<file path="src/rtl/enemy_sprite_addr_gen_pkg.sv">
// Shared codes and per-type sprite geometry for the enemy sprite address generator.
// Latency: n/a (constants and pure combinational helper functions).
// Backpressure: n/a.
package enemy_sprite_addr_gen_pkg;

    typedef enum logic [2:0] {
        CH_NONE     = 3'd0,
        KILLER_BIRD = 3'd1,
        WHITE_BEAR  = 3'd2,
        METAL_DUCK  = 3'd3,
        BLACK_BEAR  = 3'd4
    } enemy_type_e;

    typedef enum logic [2:0] {
        ST_NONE = 3'd0,
        MOVE_0  = 3'd1,
        MOVE_1  = 3'd2,
        MOVE_2  = 3'd3,
        ATT_CD  = 3'd4,
        ATT_0   = 3'd5,
        ATT_1   = 3'd6,
        ATT_2   = 3'd7
    } enemy_state_e;

    // Largest address is 5*600 + 29*20 + 19 = 3599, so 12 bits are the minimum.
    localparam int MIN_ADDR_W = 12;

    // Sprite width in texels; 0 for types that are never drawn.
    function automatic logic [4:0] sprite_w(input logic [2:0] t);
        case (t)
            KILLER_BIRD, METAL_DUCK: return 5'd16;
            WHITE_BEAR, BLACK_BEAR:  return 5'd20;
            default:                 return 5'd0;
        endcase
    endfunction

    // Sprite height in texels.
    function automatic logic [4:0] sprite_h(input logic [2:0] t);
        case (t)
            KILLER_BIRD:            return 5'd15;
            WHITE_BEAR, BLACK_BEAR: return 5'd30;
            METAL_DUCK:             return 5'd20;
            default:                return 5'd0;
        endcase
    endfunction

    // Texels per animation frame in the type's ROM.
    function automatic logic [11:0] frame_size(input logic [2:0] t);
        case (t)
            KILLER_BIRD:            return 12'd240;
            WHITE_BEAR, BLACK_BEAR: return 12'd600;
            METAL_DUCK:             return 12'd320;
            default:                return 12'd0;
        endcase
    endfunction

    // Animation state to ROM frame index; the attack cool-down reuses frame 0.
    function automatic logic [2:0] state_frame(input logic [2:0] s);
        case (s)
            MOVE_0:  return 3'd0;
            MOVE_1:  return 3'd1;
            MOVE_2:  return 3'd2;
            ATT_CD:  return 3'd0;
            ATT_0:   return 3'd3;
            ATT_1:   return 3'd4;
            ATT_2:   return 3'd5;
            default: return 3'd0;
        endcase
    endfunction

    // Only the four real enemy types in a non-idle state are drawn.
    function automatic logic slot_visible(input logic [2:0] t, input logic [2:0] s);
        return (t >= 3'd1) && (t <= 3'd4) && (s != ST_NONE);
    endfunction

    // Frame base address: frame*FRAME_SIZE as a small shift-add table.
    function automatic logic [11:0] frame_base(input logic [2:0] t, input logic [2:0] f);
        logic [11:0] fs;
        fs = frame_size(t);
        case (f)
            3'd1:    return fs;
            3'd2:    return fs << 1;
            3'd3:    return (fs << 1) + fs;
            3'd4:    return fs << 2;
            3'd5:    return (fs << 2) + fs;
            default: return 12'd0;
        endcase
    endfunction

    // row*W for the two sprite widths in use (16 and 20), as shifts and one add.
    function automatic logic [11:0] row_offset(input logic [2:0] t, input logic [4:0] row);
        logic [11:0] r;
        r = {7'd0, row};
        case (t)
            KILLER_BIRD, METAL_DUCK: return r << 4;
            WHITE_BEAR, BLACK_BEAR:  return (r << 4) + (r << 2);
            default:                 return 12'd0;
        endcase
    endfunction

endpackage

</file>
<file path="src/rtl/enemy_sprite_addr_gen_if.sv">
// Bundle between enemy controller / VGA timing (master) and the sprite address generator (slave).
// Latency: n/a (wires only).
// Backpressure: none; the pixel stream is free-running.
interface enemy_sprite_addr_gen_if #(
    parameter int N_SLOTS = 4,
    parameter int SLOT_W  = 2,
    parameter int ADDR_W  = 12
);
    logic                    frame_start;
    logic [9:0]              h_cnt;
    logic [9:0]              v_cnt;
    logic [3*N_SLOTS-1:0]    slot_type;
    logic [3*N_SLOTS-1:0]    slot_state;
    logic [10*N_SLOTS-1:0]   slot_x;
    logic [10*N_SLOTS-1:0]   slot_y;
    logic [N_SLOTS-1:0]      slot_flip;
    logic                    pix_hit;
    logic [ADDR_W-1:0]       pix_addr;
    logic [2:0]              pix_type;
    logic [SLOT_W-1:0]       pix_slot;

    modport master (
        output frame_start, h_cnt, v_cnt,
        output slot_type, slot_state, slot_x, slot_y, slot_flip,
        input  pix_hit, pix_addr, pix_type, pix_slot
    );

    modport slave (
        input  frame_start, h_cnt, v_cnt,
        input  slot_type, slot_state, slot_x, slot_y, slot_flip,
        output pix_hit, pix_addr, pix_type, pix_slot
    );
endinterface

</file>
<file path="src/rtl/enemy_sprite_addr_gen_slot_hit.sv">
// Stage-1 hit test for one snapshot slot: box test, texel row/col with scale and mirror.
// Latency: 1 cycle, registered outputs.
// Backpressure: none; accepts a pixel every cycle.
module enemy_slot_hit
    import enemy_sprite_addr_gen_pkg::*;
#(
    parameter int SCALE_SHIFT = 0
) (
    input  logic       clk,
    input  logic       rst_n,
    input  logic [2:0] snap_type,
    input  logic [2:0] snap_state,
    input  logic [9:0] snap_x,
    input  logic [9:0] snap_y,
    input  logic       snap_flip,
    input  logic [9:0] h_cnt,
    input  logic [9:0] v_cnt,
    output logic       in_box,
    output logic [4:0] row,
    output logic [4:0] col,
    output logic [2:0] frame,
    output logic [2:0] sprite_type
);

    logic [10:0] dx;
    logic [10:0] dy;
    logic [10:0] w_scaled;
    logic [10:0] h_scaled;
    logic [4:0]  w_tex;
    logic [4:0]  col_raw;
    logic [4:0]  col_out;
    logic [4:0]  row_raw;
    logic        hit_now;

    // 11-bit differences: bit 10 set means the pixel is left of / above the sprite,
    // so a sprite hanging off the right edge can never alias onto column 0.
    assign dx       = {1'b0, h_cnt} - {1'b0, snap_x};
    assign dy       = {1'b0, v_cnt} - {1'b0, snap_y};
    assign w_tex    = sprite_w(snap_type);
    assign w_scaled = {6'd0, w_tex} << SCALE_SHIFT;
    assign h_scaled = {6'd0, sprite_h(snap_type)} << SCALE_SHIFT;
    assign col_raw  = 5'(dx >> SCALE_SHIFT);
    assign row_raw  = 5'(dy >> SCALE_SHIFT);
    assign col_out  = snap_flip ? (w_tex - 5'd1 - col_raw) : col_raw;
    assign hit_now  = slot_visible(snap_type, snap_state)
                      && !dx[10] && (dx < w_scaled)
                      && !dy[10] && (dy < h_scaled);

    // Register the per-slot stage-1 result.
    always_ff @(posedge clk or negedge rst_n) begin
        if (!rst_n) begin
            in_box      <= 1'b0;
            row         <= '0;
            col         <= '0;
            frame       <= '0;
            sprite_type <= '0;
        end else begin
            in_box      <= hit_now;
            row         <= row_raw;
            col         <= col_out;
            frame       <= state_frame(snap_state);
            sprite_type <= snap_type;
        end
    end

endmodule

</file>
<file path="src/rtl/enemy_sprite_addr_gen.sv">
// Multi-slot enemy sprite ROM address generator: frame snapshot, per-slot hit, front-slot priority.
// Latency: 2 cycles from (h_cnt, v_cnt) to pix_* outputs, every cycle.
// Backpressure: none; free-running pixel pipeline with no stalls.
module enemy_sprite_addr_gen
    import enemy_sprite_addr_gen_pkg::*;
#(
    parameter int N_SLOTS     = 4,
    parameter int SLOT_W      = 2,   // 2**SLOT_W must cover N_SLOTS
    parameter int ADDR_W      = 12,  // must be at least MIN_ADDR_W
    parameter int SCALE_SHIFT = 0
) (
    input  logic                    clk,
    input  logic                    rst_n,
    enemy_sprite_addr_gen_if.slave  bus
);

    logic [2:0] snap_type  [N_SLOTS];
    logic [2:0] snap_state [N_SLOTS];
    logic [9:0] snap_x     [N_SLOTS];
    logic [9:0] snap_y     [N_SLOTS];
    logic       snap_flip  [N_SLOTS];

    logic       s1_in_box  [N_SLOTS];
    logic [4:0] s1_row     [N_SLOTS];
    logic [4:0] s1_col     [N_SLOTS];
    logic [2:0] s1_frame   [N_SLOTS];
    logic [2:0] s1_type    [N_SLOTS];

    logic              win_hit;
    logic [SLOT_W-1:0] win_idx;
    logic [4:0]        win_row;
    logic [4:0]        win_col;
    logic [2:0]        win_frame;
    logic [2:0]        win_type;
    logic [11:0]       win_addr;

    // Capture every slot once per frame so mid-frame controller updates cannot tear the picture.
    always_ff @(posedge clk or negedge rst_n) begin
        if (!rst_n) begin
            for (int i = 0; i < N_SLOTS; i++) begin
                snap_type[i]  <= '0;
                snap_state[i] <= '0;
                snap_x[i]     <= '0;
                snap_y[i]     <= '0;
                snap_flip[i]  <= 1'b0;
            end
        end else if (bus.frame_start) begin
            for (int i = 0; i < N_SLOTS; i++) begin
                snap_type[i]  <= bus.slot_type[3*i +: 3];
                snap_state[i] <= bus.slot_state[3*i +: 3];
                snap_x[i]     <= bus.slot_x[10*i +: 10];
                snap_y[i]     <= bus.slot_y[10*i +: 10];
                snap_flip[i]  <= bus.slot_flip[i];
            end
        end
    end

    for (genvar g = 0; g < N_SLOTS; g++) begin : g_slot
        enemy_slot_hit #(
            .SCALE_SHIFT (SCALE_SHIFT)
        ) u_hit (
            .clk         (clk),
            .rst_n       (rst_n),
            .snap_type   (snap_type[g]),
            .snap_state  (snap_state[g]),
            .snap_x      (snap_x[g]),
            .snap_y      (snap_y[g]),
            .snap_flip   (snap_flip[g]),
            .h_cnt       (bus.h_cnt),
            .v_cnt       (bus.v_cnt),
            .in_box      (s1_in_box[g]),
            .row         (s1_row[g]),
            .col         (s1_col[g]),
            .frame       (s1_frame[g]),
            .sprite_type (s1_type[g])
        );
    end

    // Priority pick: scan from the back so the lowest-index in-box slot is written last and wins.
    always_comb begin
        win_hit   = 1'b0;
        win_idx   = '0;
        win_row   = '0;
        win_col   = '0;
        win_frame = '0;
        win_type  = '0;
        for (int i = N_SLOTS - 1; i >= 0; i--) begin
            if (s1_in_box[i]) begin
                win_hit   = 1'b1;
                win_idx   = SLOT_W'(i);
                win_row   = s1_row[i];
                win_col   = s1_col[i];
                win_frame = s1_frame[i];
                win_type  = s1_type[i];
            end
        end
    end

    // Address = frame base + row*W + col, all constant shift-adds per type.
    assign win_addr = frame_base(win_type, win_frame)
                    + row_offset(win_type, win_row)
                    + {7'd0, win_col};

    // Stage-2 output register; outputs are all zero whenever no slot covers the pixel.
    always_ff @(posedge clk or negedge rst_n) begin
        if (!rst_n) begin
            bus.pix_hit  <= 1'b0;
            bus.pix_addr <= '0;
            bus.pix_type <= '0;
            bus.pix_slot <= '0;
        end else if (win_hit) begin
            bus.pix_hit  <= 1'b1;
            bus.pix_addr <= ADDR_W'(win_addr);
            bus.pix_type <= win_type;
            bus.pix_slot <= win_idx;
        end else begin
            bus.pix_hit  <= 1'b0;
            bus.pix_addr <= '0;
            bus.pix_type <= '0;
            bus.pix_slot <= '0;
        end
    end

endmodule

</file>
<file path="src/flat_wrapper.sv">
// flat-port wrapper written by rule: the top's interface ports become plain ports
module enemy_sprite_addr_gen_flat import enemy_sprite_addr_gen_pkg::*;
#(
    parameter int N_SLOTS     = 4,
    parameter int SLOT_W      = 2,                                  
    parameter int ADDR_W      = 12,                                
    parameter int SCALE_SHIFT = 0
)
  (clk, rst_n, bus_frame_start, bus_h_cnt, bus_v_cnt, bus_slot_type, bus_slot_state, bus_slot_x, bus_slot_y, bus_slot_flip, bus_pix_hit, bus_pix_addr, bus_pix_type, bus_pix_slot);
  enemy_sprite_addr_gen_if #(.N_SLOTS(N_SLOTS), .SLOT_W(SLOT_W), .ADDR_W(ADDR_W)) bus_i ();
  input  logic clk;
  input  logic rst_n;
  input wire logic [$bits(bus_i.frame_start)-1:0] bus_frame_start;
  input wire logic [$bits(bus_i.h_cnt)-1:0] bus_h_cnt;
  input wire logic [$bits(bus_i.v_cnt)-1:0] bus_v_cnt;
  input wire logic [$bits(bus_i.slot_type)-1:0] bus_slot_type;
  input wire logic [$bits(bus_i.slot_state)-1:0] bus_slot_state;
  input wire logic [$bits(bus_i.slot_x)-1:0] bus_slot_x;
  input wire logic [$bits(bus_i.slot_y)-1:0] bus_slot_y;
  input wire logic [$bits(bus_i.slot_flip)-1:0] bus_slot_flip;
  output wire logic [$bits(bus_i.pix_hit)-1:0] bus_pix_hit;
  output wire logic [$bits(bus_i.pix_addr)-1:0] bus_pix_addr;
  output wire logic [$bits(bus_i.pix_type)-1:0] bus_pix_type;
  output wire logic [$bits(bus_i.pix_slot)-1:0] bus_pix_slot;
  assign bus_i.frame_start = bus_frame_start;
  assign bus_i.h_cnt = bus_h_cnt;
  assign bus_i.v_cnt = bus_v_cnt;
  assign bus_i.slot_type = bus_slot_type;
  assign bus_i.slot_state = bus_slot_state;
  assign bus_i.slot_x = bus_slot_x;
  assign bus_i.slot_y = bus_slot_y;
  assign bus_i.slot_flip = bus_slot_flip;
  assign bus_pix_hit = bus_i.pix_hit;
  assign bus_pix_addr = bus_i.pix_addr;
  assign bus_pix_type = bus_i.pix_type;
  assign bus_pix_slot = bus_i.pix_slot;
  enemy_sprite_addr_gen #(.N_SLOTS(N_SLOTS), .SLOT_W(SLOT_W), .ADDR_W(ADDR_W), .SCALE_SHIFT(SCALE_SHIFT)) u_core (.clk(clk), .rst_n(rst_n), .bus(bus_i));
endmodule
</file>
<file path="config.mk">
export PLATFORM = sky130hd
export DESIGN_NAME = enemy_sprite_addr_gen_flat
export DESIGN_NICKNAME = d
export VERILOG_FILES = /design/src/rtl/enemy_sprite_addr_gen_pkg.sv /design/src/rtl/enemy_sprite_addr_gen_if.sv /design/src/rtl/enemy_sprite_addr_gen_slot_hit.sv /design/src/rtl/enemy_sprite_addr_gen.sv /design/src/flat_wrapper.sv
export SDC_FILE = /design/constraint.sdc
export NUM_CORES = 1
export LEC_CHECK = 0
export CAP_MARGIN = 20
export CELL_PAD_IN_SITES_DETAIL_PLACEMENT = 1
export CELL_PAD_IN_SITES_GLOBAL_PLACEMENT = 2
export CORE_ASPECT_RATIO = 1.25
export CORE_UTILIZATION = 39
export CTS_CLUSTER_SIZE = 24
export DETAILED_ROUTE_END_ITERATION = 10
export GPL_ROUTABILITY_DRIVEN = 0
export PLACE_DENSITY = 0.84
export SETUP_SLACK_MARGIN = 0.1
export SLEW_MARGIN = 20
export SYNTH_ARGS = -nofsm -noshare
export SYNTH_HDL_FRONTEND = slang
export SYNTH_SLANG_ARGS = --single-unit
</file>
<file path="constraint.sdc">
create_clock -name clk -period 13.7 [get_ports clk]
set_input_delay 1.37 -clock clk [delete_from_list [all_inputs] [get_ports clk]]
set_output_delay 1.37 -clock clk [all_outputs]
set_load 0.005 [all_outputs]
</file>
== Yosys cells after proc, flatten, opt, wreduce, memory -nomap -nowiden ==
Cells that the tools add are included.

* Register bits after elaboration: 194
* Output and inout port bits: 18
* Logic and storage cells: 219

* Add/sub/neg operators: 21
* $lt $le $gt $ge: 16
* Eq/ne operators: 45
* Mux-type cells: 47
* Reduce and logical (&&, ||, !) cells: 46

{| class="wikitable"
|+ Operators by type and width
! operator !! count
|-
| $lt 11x5->1 || 8
|-
| $sub 10x10->11 || 8
|-
| $eq 3x2->1 const B || 20
|-
| $mux 5 || 12
|-
| $pmux 12 s5 || 1
|-
| $pmux 3 s5 || 4
|-
| $pmux 5 s3 || 4
|-
| $eq 3x3->1 const B || 19
|-
| $pmux 5 s2 || 4
|-
| $pmux 10 s3 || 1
|-
| $mux 3 || 9
|-
| $logic_and 1x1->1 || 24
|-
| $pmux 12 s2 || 1
|-
| $reduce_or 2->1 || 10
|-
| $sub 5x1->5 const B || 4
|-
| $sub 5x5->5 || 4
|-
| $eq 3x1->1 const B || 6
|-
| $add 11x10->12 || 1
|-
| $add 12x10->12 || 1
|-
| $add 12x12->12 || 1
|-
| $add 12x5->12 || 1
|-
| $ge 3x1->1 const B || 4
|-
| $le 3x3->1 const B || 4
|-
| $mux 12 || 1
|-
| 5 further kinds || 23
|}

== Depth between registers and ports, before layout ==
Gate-level depths: netlist of the first run.

* Word-level depth: 12
* Mapped depth: 26
* Depth with buffers taken out: 23

== By module ==
From an unflattened synthesis of the first run, not the netlist that was laid out.

* Cells, all modules: 1363
* Area total of the unflattened synthesis: 13583.0 µm²

{| class="wikitable"
|+ By module, submodules not included
! module !! times used !! cells each !! area each (µm²)
|-
| enemy_sprite_addr_gen || 1 || 512 || 6352.3
|-
| enemy_slot_hit at u_core.g_slot[1].u_hit ... || 2 || 214 || 1803.0
|-
| enemy_slot_hit at u_core.g_slot[0].u_hit || 1 || 214 || 1818.0
|-
| enemy_slot_hit at u_core.g_slot[2].u_hit || 1 || 209 || 1806.7
|}

== Worst setup path after synthesis of the first run ==
No wires, ideal clock.

* Path kind: register -> register
* Start: register u_core.g_slot[0].u_hit.in_box
* End: register u_core.bus.pix_addr[11]
* Library setup time: 65 ps
* Arrival: 5366 ps
* Setup slack: 8269 ps
* Stages on the path, launching flop included: 27
* Buffers on the path: 3
* Period minus slack after synthesis: 5431 ps
* Path through: dfrtp_1 -> buf_6 -> or2_1 -> buf_6 -> a221o_1 -> a211o_2 -> nor2_4 -> inv_1 -> ha_1 -> buf_1 -> a211o_1 -> nand2_1 -> ha_1 -> fa_1 -> nor2_1 -> nor2_1 -> o211ai_1 -> a32oi_1 -> ha_1 -> ha_1 -> a21o_1 -> a21oi_1 -> nor2b_1 -> o21ai_0 -> a211o_1 -> a2111oi_1 -> a21o_1

* Longest elaborated chain between the ends: 9

{| class="wikitable"
|+ Ends and longest elaborated chain
! element !! RTL line !! text
|-
| from (decl) || enemy_sprite_addr_gen_slot_hit.sv:18 || <nowiki>output logic in_box,</nowiki>
|-
| from (signal assigned) || enemy_sprite_addr_gen_slot_hit.sv:58 || <nowiki>in_box <= hit_now;</nowiki>
|-
| $mux 3 || enemy_sprite_addr_gen.sv:88 || <nowiki>if (s1_in_box[i]) begin</nowiki>
|-
| $eq 3x2->1 or $eq 3x3->1 (tied branches) || enemy_sprite_addr_gen_pkg.sv:49, enemy_sprite_addr_gen_pkg.sv:94 ||
|-
| $reduce_or 2->1 || enemy_sprite_addr_gen_pkg.sv:49, enemy_sprite_addr_gen_pkg.sv:94 ||
|-
| $pmux 10 s3 || enemy_sprite_addr_gen_pkg.sv:49 || <nowiki>case (t)</nowiki>
|-
| $add 12x10->12 or $add 11x10->12 (tied branches) || enemy_sprite_addr_gen_pkg.sv:85, enemy_sprite_addr_gen_pkg.sv:83 ||
|-
| $pmux 12 s5 || enemy_sprite_addr_gen_pkg.sv:80 || <nowiki>case (f)</nowiki>
|-
| $add 12x12->12 || enemy_sprite_addr_gen.sv:101 || <nowiki>+ row_offset(win_type, win_row)</nowiki>
|-
| $add 12x5->12 || enemy_sprite_addr_gen.sv:102 || <nowiki>+ {7'd0, win_col};</nowiki>
|-
| $mux 12 (*) || enemy_sprite_addr_gen.sv:111 || <nowiki>end else if (win_hit) begin</nowiki>
|-
| to (signal assigned) || enemy_sprite_addr_gen.sv:113 || <nowiki>bus.pix_addr <= ADDR_W'(win_addr);</nowiki>
|-
| to (decl) || enemy_sprite_addr_gen_if.sv:31 || <nowiki>output pix_hit, pix_addr, pix_type, pix_slot</nowiki>
|}

Mark *: on every way between the ends. The rest lies on a longest branch, timed or not.
A chain may end at the register's enable or synchronous reset.

== Worst setup path in the final report of the first run ==
* Start: register u_core.g_slot[2].u_hit.in_box
* End: register u_core.bus.pix_addr[11]

* Longest elaborated chain between the ends: 11

{| class="wikitable"
|+ Ends and longest elaborated chain
! element !! RTL line
|-
| from (decl) || enemy_sprite_addr_gen_slot_hit.sv:18
|-
| from (signal assigned) || enemy_sprite_addr_gen_slot_hit.sv:58
|-
| $mux 3 (3 in a row) || enemy_sprite_addr_gen.sv:88
|-
| $eq 3x2->1 or $eq 3x3->1 (tied branches) || enemy_sprite_addr_gen_pkg.sv:49, enemy_sprite_addr_gen_pkg.sv:94
|-
| $reduce_or 2->1 || enemy_sprite_addr_gen_pkg.sv:49, enemy_sprite_addr_gen_pkg.sv:94
|-
| $pmux 10 s3 || enemy_sprite_addr_gen_pkg.sv:49
|-
| $add 12x10->12 or $add 11x10->12 (tied branches) || enemy_sprite_addr_gen_pkg.sv:85, enemy_sprite_addr_gen_pkg.sv:83
|-
| $pmux 12 s5 || enemy_sprite_addr_gen_pkg.sv:80
|-
| $add 12x12->12 || enemy_sprite_addr_gen.sv:101
|-
| $add 12x5->12 || enemy_sprite_addr_gen.sv:102
|-
| $mux 12 (*) || enemy_sprite_addr_gen.sv:111
|}

Marked as above.

==> results of run 1 <==
## cell families after synthesis
| logic type | after synthesis | synth area share (%) |
|---|---|---|
| and+or+nand+nor | 353 | 13.4 |
| muxes | 56 | 4.83 |
| buffers and inverters | 163 | 4.97 |
| DFF | 194 | 38.3 |
| adders and majority gates | 148 | 15.4 |
| AOI/OAI and AO/OA | 368 | 18.5 |
| xor gates and xnor gates | 67 | 4.63 |
## flip-flops by register name, summed over array words and instances (netlist names), 12 cells and up
name / count
u_core.g_slot.u_hit.sprite_type: 12
u_core.snap_x: 40
u_core.snap_state: 12
u_core.snap_type: 12
u_core.g_slot.u_hit.row: 20
u_core.g_slot.u_hit.frame: 12
u_core.bus.pix_addr: 12
u_core.g_slot.u_hit.col: 20
u_core.snap_y: 40
## metrics by stage
step / power, mW / instance area, um2 / utilization [%] / hold slack [ps]
after floorplan: 0.973 / 12700 / - / 352
after global placement: 1.14 / 14500 / 45.6 / 461
after detailed placement: 1.15 / 14500 / 45.6 / 496
after global routing: 1.74 / 15100 / 47.4 / 536
after CTS: 1.66 / 15100 / 47.4 / 512
final: 1.64 / 15100 / 47.4 / 495
## how the worst max path moves through the flow
stage / startpoint / to / slack, ps / depth (start not counted)
3_5_place_dp: u_core.g_slot[2].u_hit.in_box$_DFF_PN0_ / u_core.bus.pix_addr[11]$_DFF_PN0_ / 7210 / 24
3_3_place_gp: u_core.g_slot[2].u_hit.in_box$_DFF_PN0_ / u_core.bus.pix_addr[11]$_DFF_PN0_ / 7430 / 24
4_1_cts: u_core.g_slot[2].u_hit.in_box$_DFF_PN0_ / u_core.bus.pix_addr[11]$_DFF_PN0_ / 7160 / 24
5_1_grt: u_core.g_slot[2].u_hit.in_box$_DFF_PN0_ / u_core.bus.pix_addr[11]$_DFF_PN0_ / 6600 / 24
2_1_floorplan: u_core.g_slot[0].u_hit.in_box$_DFF_PN0_ / u_core.bus.pix_addr[11]$_DFF_PN0_ / 8270 / 26
6_report: u_core.g_slot[2].u_hit.in_box$_DFF_PN0_ / u_core.bus.pix_addr[11]$_DFF_PN0_ / 7120 / 24
## layer usage
metal | global-route usage, % | share of wire, %
met1 | 26.8 | 43
met2 | 42.4 | 53
met3 | 3.07 | 2.3
met4 | 6.98 | 1.9
met5 | 0 | 0
## cell type report
type | count | area, um2
sequential | 194 | 4850
clock inverter | 13 | 143
timing repair buffer | 155 | 1540
clock buffer | 18 | 439
fill | 3637 | 16800
multi-input combinational | 992 | 7190
inverter | 119 | 447
tap | 412 | 515
## power breakdown
| group | total, mW | internal [mW] | switching, mW |
|---|---|---|---|
| combinational | 0.452 | 0.202 | 0.250 |
| clock | 0.504 | 0.248 | 0.257 |
| sequential | 0.686 | 0.642 | 0.0444 |
| total | 1.64 | 1.09 | 0.551 |
## placed cells by master, fill, tap and decap left out, types with 17 or more instances in the layout
cell / instances
dfrtp_1: 194
clkdlybuf4s50_1: 146
o21ai_0: 135
ha_1: 135
inv_1: 118
nand2_1: 104
nor2_1: 103
a21oi_1: 71
mux2_2: 41
xnor2_1: 34
xor2_1: 33
nor2b_1: 27
nor3_1: 26
o21a_1: 25
a21o_1: 21
nand2b_1: 19
clkbuf_16: 17
==> summary.txt, run 1 <==
Status
  – Outcome: completed

Worst setup path
  – Buf/Inv on CP: 2
  – Max incr delay on CP: between 800 and 900 ps
  – CP endpoint kind: register
  – Critical path peak fanout: 21
  – Critical path type: reg -> reg
  – Critical Path Source Type: register
  – Critical path, cell by cell: nor2b_1, buf_4, a221oi_4, nor2_1, a21oi_2, inv_1, ha_1, a211o_1, nand2_1, ha_1, fa_1, nor2_1, nor2_1, o211ai_1, a32oi_1, ha_1, ha_1, a21o_1, a21oi_1, nor2b_1, o21ai_0, a211o_1, a2111oi_1, a21o_1
  – RR Startpoint: u_core.g_slot[2].u_hit.in_box$_DFF_PN0_
  – R2r setup slk: a little over 7000 ps
  – Cell mode on critical path: ha_1
  – Crit path max-delay family: compound AO/OA/AOI/OAI gates
  – Req. time, crit path: between 10000 and 15000 ps
  – Crit path DAT: approximately 7000 ps
  – RR Endpoint: u_core.bus.pix_addr[11]$_DFF_PN0_
  – Worst Reg2Reg Path Length in Cells: 24
  – Worst path slowest cell: dfrtp_1

Synth
  – Largest cells by area after synthesis: dfrtp_1, ha_1, o21ai_0, mux2_2, inv_1
  – Avg Cell Area, Syn: approximately 9.4 um2
  – Synth warnings: 0
  – Cells after synthesis: 1349
  – Top cell type's share of synthesized area: 38.3%
  – Cell taking the most area after synthesis: dfrtp_1
  – Syn nets: 1628
  – Mapped cell area: approximately 13000 um2
  – Netlist cell types: 73
  – Top FF cell, synth: dfrtp_1
  – Seq/Total Area, Yosys: 38.3%
  – Async S/R FF share, synth: 100%
  – Register bit count reported by yosys: 194
  – Count leader, synth: dfrtp_1
  – Top post-synthesis cells by count: dfrtp_1, ha_1, o21ai_0, inv_1, nand2_1
  – EDFF count, synth: 0

Timing
  – Worst Tran Pin Value: 848 ps
  – RSZ-0062 raised after global routing: false
  – Final setup violation count: 0
  – Final setup margin: a little over 7000 ps
  – Fin crit period: 6580 ps
  – Final period utilization: 48.0%
  – Max-slew violations: 0
  – Slew margin rel.: 43.5%
  – Setup tns final: 0 ps
  – Final worst clock skew: 9.26 ps
  – Fmax: approximately 150 MHz
  – Fin. Hold Viols: 0

Floorplan
  – Die area: between 30000 and 40000 um2
  – Starting Density: 39.7%
  – Chip width: approximately 160 um
  – CORE AREA: roughly 32000 um2
  – Rows: 73
  – Die height: 204 um
  – I/O pin count: 149

Clocking
  – CTS tree: yes
  – Clk sink count: 194
  – Clock Path Buffers: 2
  – Post-CTS resize count: 0
  – Postcts setup bufs: 0
  – Clk root buf: clkbuf_16
  – CTS buffer count: 17
  – Worst-path clk slew: 80 ps
  – Clk Latency, worst-skew pair: 460 ps
  – Cts hold-fix bufs: 0
  – CTS H-tree lvls: 4

GRT
  – Congestion Overflow GR: 0
  – Largest net degree at the start of global routing: 104
  – First-pass GRT wire length: 58300 um
  – Antenna violations before repair: 0
  – GRT Resource Usage Total: 22.8%
  – Vias in the first global route: 11.0k

Power and ir drop
  – Pwr dens: 109 nW/um2
  – Leakage: between 6 and 7 nW
  – Worst IR drop on VDD: 0.0690 mV

Final layout
  – Non-filler cells, final: ~1.9k
  – Area growth, synth to finish: 19.3%
  – Antenna cells: 0
  – Layout cell share with drive strength beyond 1: 6.64%
  – Net count, final: 1758

Drt
  – Via/cell ratio: 5.43
  – Routed WL: between 30000 and 40000 um
  – Vias: roughly 10k
  – DRC violations left: 0
  – Routed len/inst: approximately 19 um
  – TritonRoute pass-1 iters: 5
  – Initial drt markers: roughly 560
  – Post-route ant nets: 0

Placed design
  – Detailed placer's ending HPWL: between 20000 and 30000 um
  – DP Worst Slack: 7210 ps
  – Placed insts: 1872
  – Buffers on Ports: 148

Min path
  – Hold endpoint: u_core.g_slot[1].u_hit.sprite_type[0]$_DFF_PN0_
  – Hold path depth: 0
  – Hold Startpoint: u_core.snap_type[6]$_DFFE_PN0P_
  – Min-delay worst type: reg -> reg

Run
  – Maximum capacitance violations: 0
No activity file was read; power rests on OpenSTA's default activity.
==> run 2, diff against run 1 <==
CORE_UTILIZATION = 32   (was 39)
PLACE_DENSITY = 0.74   (was 0.84)
clock period = 5.4 ns   (was 13.7 ns; I/O delays follow)
==> run 2 against run 1 <==
Net effect:
- the flow now finishes with violations (design-rule violations)
- global-route usage fell by 3.7 points
- sequential share of layout area down 0.78 points
- design area increased by 2.5%
- flip-flop and latch count unchanged
- fmax up 31%
- critical endpoint unchanged
- largest power group unchanged
==> summary.txt, run 2 (same netlist as run 1, synthesis figures left out) <==
Final layout
  – Register Area: 4850 um2 (unchanged)
  – Area growth, synth to finish: 22.3%
  – Finished Core Util: 39.6% (-7.8 points)
  – Most frequent cells in the layout: dfrtp_1, clkdlybuf4s50_1, o21ai_0
  – Net count, final: 1779 (+1.2%)
  – Area of the multi-input gates: 7270 um2 (+1.2%)
  – Layout cell share with drive strength beyond 1: 8.92% (+2.3 points)
  – Post-route cell area: 15500 um2 (+2.5%)
  – Top flop regs: u_core.snap_x (40), u_core.snap_y (40)
  – Commonest non-fill, non-tap cell in the layout: dfrtp_1
  – Fillers: 4473 (+23%)
  – Antenna cells: 0 (unchanged)

GRT
  – GRT Resource Usage Total: 19.1% (-3.7 points)
  – First-pass GRT wire length: 59400 um (+1.9%)
  – Vias in the first global route: 11.1k (+0.43%)
  – Antenna violations before repair: 0 (unchanged)
  – Congestion Overflow GR: 0 (unchanged)
  – Largest net degree at the start of global routing: 133 (+28%)

Clocking
  – CTS buffer count: 17 (unchanged)
  – Clk root buf: clkbuf_16
  – Clock Path Buffers: 2 (unchanged)
  – CTS tree: yes
  – Clk Latency, worst-skew pair: 470 ps (about the same)
  – Clk sink count: 194 (unchanged)
  – CTS H-tree lvls: 4 (unchanged)
  – Worst-path clk slew: 80 ps (about the same)
  – Cts hold-fix bufs: 0 (unchanged)

Worst setup path
  – Crit path DAT: 5430 ps (-1550 ps)
  – CP endpoint kind: register
  – Critical path type: reg -> reg
  – Req. time, crit path: 5800 ps (-8300 ps)
  – Critical path peak fanout: 6 (-71%)
  – Critical Path Source Type: register

Floorplan
  – CORE AREA: 39100 um2 (+23%)
  – Chip width: 180 um (+10%)
  – I/O pin count: 149 (unchanged)
  – Starting Density: 32.4% (-7.4 points)
  – Die area: 40400 um2 (+22%)
  – Rows: 81 (+11%)
  – Die height: 224 um (+10%)

Timing
  – Final setup violation count: 0 (unchanged)
  – Setup tns final: 0 ps (unchanged)
  – Final worst clock skew: 12.2 ps (+2.93 ps)
  – Slew margin rel.: 43.4% (-0.052 points)
  – Final period utilization: 93.2% (+45 points)
  – Fin. Hold Viols: 0 (unchanged)
  – RSZ-0062 raised after global routing: false
  – Worst hold slack: 105 ps (-390 ps)
  – Max-slew violations: 0 (unchanged)
  – Worst Tran Pin Value: 838 ps (-10.6 ps)
  – Fmax: 199 MHz (+31%)
  – Fin crit period: 5030 ps (-1550 ps)

Drt
  – Post-route ant nets: 0 (unchanged)
  – TritonRoute pass-1 iters: 8 (+3)
  – DRC violations left: 10 (+10)
  – Initial drt markers: 408 (-28%)
  – Routed len/inst: 18.4 um (-3.4%)
  – Vias: 10.2k (-1.2%)
  – Via/cell ratio: 5.08 (-6.5%)
  – Routed WL: 36900 um (+2.1%)

Run
  – Maximum capacitance violations: 0 (unchanged)

Power and ir drop
  – Pwr dens: 268 nW/um2 (+150%)
  – Leakage: 6.97 nW (+1.7%)
  – Worst IR drop on VDD: 0.245 mV (+260%)

Placed design
  – Buffers on Ports: 148 (unchanged)
  – Placed cell area: 14800 um2 (+2.0%)
  – Detailed placer's ending HPWL: 29800 um (+3.6%)

Status
  – Outcome: finished with violations
  – Violated checks: design-rule violations

Min path
  – Min-delay worst type: in -> async
## run 2: worst max-delay path: stages, from the launching register on
cell	delay, ps
dfrtp_1	410
or2_4	280
a221o_1	320
a211o_4	370
nor2_4	90
inv_1	80
ha_2	190
a211o_4	310
nand2_4	110
ha_4	150
fa_1	410
nor2_1	100
nor2_1	60
o211ai_1	200
a32oi_1	140
ha_1	340
ha_4	290
a21o_1	110
a21oi_1	70
nor2b_1	160
o21ai_1	100
a211o_1	340
a2111oi_2	220
a21o_1	130
## run 2: metal layers
| metal | routed length [um] | GRT usage (%) |
|---|---|---|
| met4 | 787 | 6.28 |
| met2 | 19400 | 35.6 |
| met3 | 760 | 2.62 |
| met5 | 0 | 0 |
| met1 | 16000 | 22.5 |
## run 2: final timing paths
kind                       depth (start not counted)                                end                                     from  slack (ps)
min in group clk                                   1      u_core.snap_x[30]$_DFFE_PN0P_            u_core.snap_x[30]$_DFFE_PN0P_         520
hold reg to reg                                    1      u_core.snap_x[30]$_DFFE_PN0P_            u_core.snap_x[30]$_DFFE_PN0P_         520
hold / removal                                     1   u_core.bus.pix_addr[0]$_DFF_PN0_                                    rst_n         100
max in group asynchronous                          2   u_core.bus.pix_addr[4]$_DFF_PN0_                                    rst_n        4280
setup reg to reg                                  23  u_core.bus.pix_addr[11]$_DFF_PN0_  u_core.g_slot[0].u_hit.in_box$_DFF_PN0_         370
setup / recovery                                  23  u_core.bus.pix_addr[11]$_DFF_PN0_  u_core.g_slot[0].u_hit.in_box$_DFF_PN0_         370
## run 2: cell type report
cell class / count / share of cell area [%]
Clock buffer: 17 / 2.75
Clock inverter: 15 / 0.977
Inverter: 119 / 2.90
Multi-Input combinational cell: 992 / 46.9
Sequential cell: 194 / 31.3
Tap cell: 498 / 4.02
Timing Repair Buffer: 176 / 11.1
## run 2: metrics by stage
stage	worst slack, ps	power (mW)	cells
after floorplan	106	2.47	1349
after global placement	139	2.90	1976
after detailed placement	4.29	2.93	1976
after CTS	135	4.23	2010
after global routing	105	4.42	2011
final	366	4.15	2011
## run 2: report_power, final
group / internal [mW] / switching [mW] / total (mW) / leakage [nW]
clock network: 0.614 / 0.651 / 1.26 / 0.283
registers: 1.63 / 0.111 / 1.74 / 2.36
logic: 0.514 / 0.630 / 1.14 / 4.32
## run 2: repair_timing
item	in CTS	in global routing
setup buffers	2	1
gates resized for setup	8	8
setup endpoints to repair	1	3
cloned	0	0
pin swaps	3	7
